[config.mk]
export PLATFORM = sky130hd
export DESIGN_NAME = regfile_mp
export DESIGN_NICKNAME = d
export VERILOG_FILES = /design/src/rtl/regfile_mp.sv
export SDC_FILE = /design/constraint.sdc
export NUM_CORES = 2
export LEC_CHECK = 0
export BUFFER_PORTS_ARGS = -buffer_cell sky130_fd_sc_hd__buf_2
export CAP_MARGIN = 25
export CORE_ASPECT_RATIO = 1.2
export CORE_UTILIZATION = 24
export DETAILED_ROUTE_END_ITERATION = 7
export GPL_TIMING_DRIVEN = 0
export PLACE_DENSITY = 0.48
export SYNTH_ARGS = -nofsm -noshare
export SYNTH_HDL_FRONTEND = slang
export SYNTH_HIERARCHICAL = 1
export SYNTH_SLANG_ARGS = --single-unit
[constraint.sdc]
create_clock -name clk -period 2.8 [get_ports clk]
set_clock_uncertainty 0.05 [all_clocks]
set_input_delay 0.42 -clock clk [delete_from_list [all_inputs] [get_ports clk]]
set_output_delay 0.42 -clock clk [all_outputs]
set_load 0.01 [all_outputs]
[src/rtl/regfile_mp.sv]
// regfile_mp: parameterised multi-read-port register file with busy scoreboard.
// Reads are combinational. Writes and busy-set take effect at the clock edge.
// An optional hardwired zero register is selected by ZERO_REG.
// Optional macro REGFILE_BYPASS_EN forwards same-cycle writes to the read ports.

// One read port: a mux over the register array, with the zero-register and
// out-of-range rules applied (and write-through forwarding when enabled).
module regfile_mp_rdport #(
    parameter int DATA_W   = 32,
    parameter int DEPTH    = 32,
    parameter int ADDR_W   = 5,
    parameter int ZERO_REG = 1
) (
    input  logic [ADDR_W-1:0]            addr,
    input  logic [DEPTH-1:0][DATA_W-1:0] regs,
    input  logic [DEPTH-1:0]             busy,
`ifdef REGFILE_BYPASS_EN
    input  logic                         fwdEn,
    input  logic [ADDR_W-1:0]            fwdAddr,
    input  logic [DATA_W-1:0]            fwdData,
    input  logic                         fwdBusy,
`endif
    output logic [DATA_W-1:0]            data,
    output logic                         dataBusy
);
    // Select by compare so out-of-range addresses fall through to zero
    always_comb begin
        data     = '0;
        dataBusy = 1'b0;
        for (int i = 0; i < DEPTH; i++) begin
            if (addr == ADDR_W'(i) && !(ZERO_REG != 0 && i == 0)) begin
                data     = regs[i];
                dataBusy = busy[i];
            end
        end
`ifdef REGFILE_BYPASS_EN
        // fwdEn is only high for valid write addresses, so precedence holds
        if (fwdEn && addr == fwdAddr) begin
            data     = fwdData;
            dataBusy = fwdBusy;
        end
`endif
    end
endmodule

module regfile_mp #(
    parameter int DATA_W   = 32,
    parameter int DEPTH    = 32,
    parameter int ADDR_W   = 5,
    parameter int NUM_RD   = 2,
    parameter int ZERO_REG = 1
) (
    input  logic                     clk,
    input  logic                     reset,
    input  logic [NUM_RD*ADDR_W-1:0] rd_addr,
    output logic [NUM_RD*DATA_W-1:0] rd_data,
    output logic [NUM_RD-1:0]        rd_busy,
    input  logic                     wr_en,
    input  logic [ADDR_W-1:0]        wr_addr,
    input  logic [DATA_W-1:0]        wr_data,
    input  logic                     busy_set,
    input  logic [ADDR_W-1:0]        busy_addr,
    output logic                     any_busy
);
    if (DEPTH < 2 || DEPTH > (1 << ADDR_W)) begin : gBadDepth
        $error("regfile_mp: DEPTH out of range");
    end
    if (NUM_RD < 1 || NUM_RD > 4) begin : gBadNumRd
        $error("regfile_mp: NUM_RD out of range");
    end

    logic [DEPTH-1:0][DATA_W-1:0] regs;
    logic [DEPTH-1:0]             busy;
    logic [DEPTH-1:0]             busyNext;
    logic                         wrValid;
    logic                         setValid;

    // Address validity: below DEPTH and not the hardwired zero register
    always_comb begin
        wrValid  = wr_en    && ({1'b0, wr_addr}   < (ADDR_W+1)'(DEPTH))
                            && !(ZERO_REG != 0 && wr_addr == '0);
        setValid = busy_set && ({1'b0, busy_addr} < (ADDR_W+1)'(DEPTH))
                            && !(ZERO_REG != 0 && busy_addr == '0);
    end

    // Next busy vector: write clears, then set wins for a newer producer
    always_comb begin
        busyNext = busy;
        for (int i = 0; i < DEPTH; i++) begin
            if (wrValid && wr_addr == ADDR_W'(i))
                busyNext[i] = 1'b0;
            if (setValid && busy_addr == ADDR_W'(i))
                busyNext[i] = 1'b1;
        end
    end

    // Register storage, busy bits and registered any_busy; reset wins
    always_ff @(posedge clk) begin
        if (reset) begin
            regs     <= '0;
            busy     <= '0;
            any_busy <= 1'b0;
        end else begin
            for (int i = 0; i < DEPTH; i++) begin
                if (wrValid && wr_addr == ADDR_W'(i))
                    regs[i] <= wr_data;
            end
            busy     <= busyNext;
            any_busy <= |busyNext;
        end
    end

`ifdef REGFILE_BYPASS_EN
    logic fwdBusy;
    always_comb fwdBusy = setValid && busy_addr == wr_addr;
`endif

    for (genvar k = 0; k < NUM_RD; k++) begin : gRd
        regfile_mp_rdport #(
            .DATA_W  (DATA_W),
            .DEPTH   (DEPTH),
            .ADDR_W  (ADDR_W),
            .ZERO_REG(ZERO_REG)
        ) uPort (
            .addr    (rd_addr[k*ADDR_W +: ADDR_W]),
            .regs    (regs),
            .busy    (busy),
`ifdef REGFILE_BYPASS_EN
            .fwdEn   (wrValid),
            .fwdAddr (wr_addr),
            .fwdData (wr_data),
            .fwdBusy (fwdBusy),
`endif
            .data    (rd_data[k*DATA_W +: DATA_W]),
            .dataBusy(rd_busy[k])
        );
    end
endmodule

==> flow_summary.yaml <==
critical_path:
  required_ns: 2.33
  critPathSlowestCell: "or4_4"
  path_buf_inv: 1
  cpPeakStageDelay_ns: 0.55
  crit_family: "simple AND/OR/NAND/NOR gates"
  criticalPathCategory: "register to primary output"
  worstPathCellList: "mux4_2 > and2_4 > or4_4 > a31oi_4 > a2111oi_4 > or3_4 > buf_6"
  endpoint_kind: "primary output"
  crit_path_max_fanout: 3
  critPathArrivalTime_ns: 3.41
  cp-start-kind: "register"
global_routing:
  track_usage_pct: 42.0
  antenna_found_initial: 41
  grt_pass1_wl_um: 620000
  grt_pass1_vias: 61300
  grt_overflow: 0
  grt_max_degree: 18
sta:
  period_share_pct: 139
  setup_ws_ns: -1.08
  fmax_ghz: 0.258
  rsz0062_at_grt: "yes"
  tightest_slew_ns: 1.18
  finalHoldViolCount: 0
  setup-violations-final: 66
  max-slew-margin-rel_pct: 21.6
  final_max_slew_viol_count: 0
  min_period_ns: 3.88
logic_synthesis:
  yosysWarningCount: 6
  syn_inst: 7423
  netlist_area_mm2: 0.0537
  syn_nets: 7479
  synth.avg_cell_area_um2: 7.23
cts:
  clk_latency_ns: 0.83
  cts_tree: "yes"
  htree_levels: 3
  clk_path_buf_depth: 3
  cts-buffers-inserted: 120
  cts_sinks: 1025
  root_buffer: "clkbuf_16"
  clk_pin_slew_worst_paths_ns: 0.06
die:
  fp.dieW_um: 434
  die_h_um: 520
  num_rows: 189
  initial_core_util_pct: 24.2
  fp.coreArea_mm2: 0.222
  die_area_mm2: 0.226
  ioPinCount: 123
detailed_routing:
  drtPass1Iterations: 8
  wl_um: 489000
  ant_nets: 0
  vias: 66800
  drt_iter0_drc: 8889
  drc: 31
  routed_via_density: 5.99
  routedWlPerCell_um: 43.8
placement:
  place_congestion: 1.14
  placed_area_mm2: 0.0603
  hpwl_um: 386000
  portBuffers: 117
  post-place-ws_ns: -3.21
cells_and_area:
  area_delta_synth_final_pct: 44.0
  drive_gt1_share_pct: 25.0
  fillers: 23200
  final_nets: 8144
  postLayoutCellArea_mm2: 0.0773
  fin_util_pct: 34.9
min_path:
  hold_path_class: "primary input to register"
run_status:
  violations: "design-rule violations, negative setup slack"
  status: "finished with violations"
power:
  p_total_mw: 40.3
  p_leak_nw: 25.5
  power_density_mw_per_mm2: 522
  ir_drop_uv: 529
run:
  maxCapViolations: 0
-- worst reg2reg max path: cells and delay by family, from the launching register on --
kind / cells / cell delay, ns
and+or+nand+nor: 1 / 0.11
buffers and inverters: 1 / 0.56
DFF: 1 / 0.73
AOI/OAI and AO/OA: 1 / 0.16
-- stage by stage --
step	hold slack [ns]	setup TNS [ns]	cells
2_1_floorplan	0.389	0	7423
3_3_place_gp	0.398	-936.68	10500
3_5_place_dp	0.405	-432.21	10700
4_1_cts	0.0527	-38.99	11100
5_1_grt	0.167	-39.76	11100
6_report	0.121	-43.40	11200
-- placed cells by master (no fill, tap or decap), types with 34 or more instances in the layout --
cell and n:
a22oi_1 178, nor3_1 51, nor2_4 52, buf_6 133, a21oi_4 43, a211oi_1 47
o22ai_1 76, buf_2 156, clkbuf_16 151, nor3_2 36, buf_1 79, o21ai_4 39
o21ai_1 80, buf_12 90, o22ai_4 114, clkbuf_8 62, mux2_2 60, clkbuf_1 295
mux2i_1 179, nand2_1 2091, o21ai_0 198, nor3_4 45, nor2_1 262, dfxtp_1 1006
clkbuf_2 50, buf_8 110, a31oi_1 49, buf_16 35, a21oi_1 1176, a22oi_2 70
nand3_1 34, o22ai_2 50, buf_4 205, dlygate4sd3_1 41, mux4_2 48, o21ai_2 55
o221ai_4 38, clkbuf_4 48
-- path summary, 6_finish.rpt --
check	startpoint	endpoint	slack (ns)	cells past startpoint
worst max register to register	regs[214]	regs[214]	1.14	3
worst min-delay path	busy_addr[0]	busy[6]	0.12	4
worst min register to register	regs[249]	regs[249]	0.42	2
worst max-delay path	regs[381]	rd_data[61]	-1.08	7
-- layer usage --
metal | track usage [%] | wire (um)
met5 | 0 | 72
met4 | 42.5 | 60900
met3 | 9.85 | 41900
met2 | 62.6 | 206000
met1 | 48.4 | 180000
-- cell type report --
cell class              count  area, um2  area share [%]
diodes                     22       55.1          0.0712
plain buffers             729       5680            7.35
clock buffers             161       3400            4.40
clock inverters            54        825            1.07
inverters                   9       48.8          0.0632
multi-input cells        5638      36800            47.6
flip-flops and latches   1025      20600            26.6
well taps                2960       3700            4.79
repair buffers            565       6220            8.05
-- flip-flops by register name, summed over array words and instances, names as in the netlist --
register	cells
any_busy	1
busy	32
regs	992
-- power breakdown --
| group | internal, mW | leakage (nW) | total, mW | switching [mW] |
|---|---|---|---|---|
| Combinational | 2.37 | 15.2 | 8.02 | 5.65 |
| Clock | 10.1 | 2.07 | 17.4 | 7.38 |
| Sequential | 14.7 | 8.27 | 14.8 | 0.152 |
-- timing repair --
item / 4_1_cts / 5_1_grt
hold buffers: 41 / 0
setup endpoints to repair: 69 / 79
pin swaps: 213 / 191
buffers inserted: 169 / 69
hold endpoints to repair: 35 / 0
resized for setup: 1947 / 372
cloned: 2 / 2
Power figures use the tool's default switching activity.
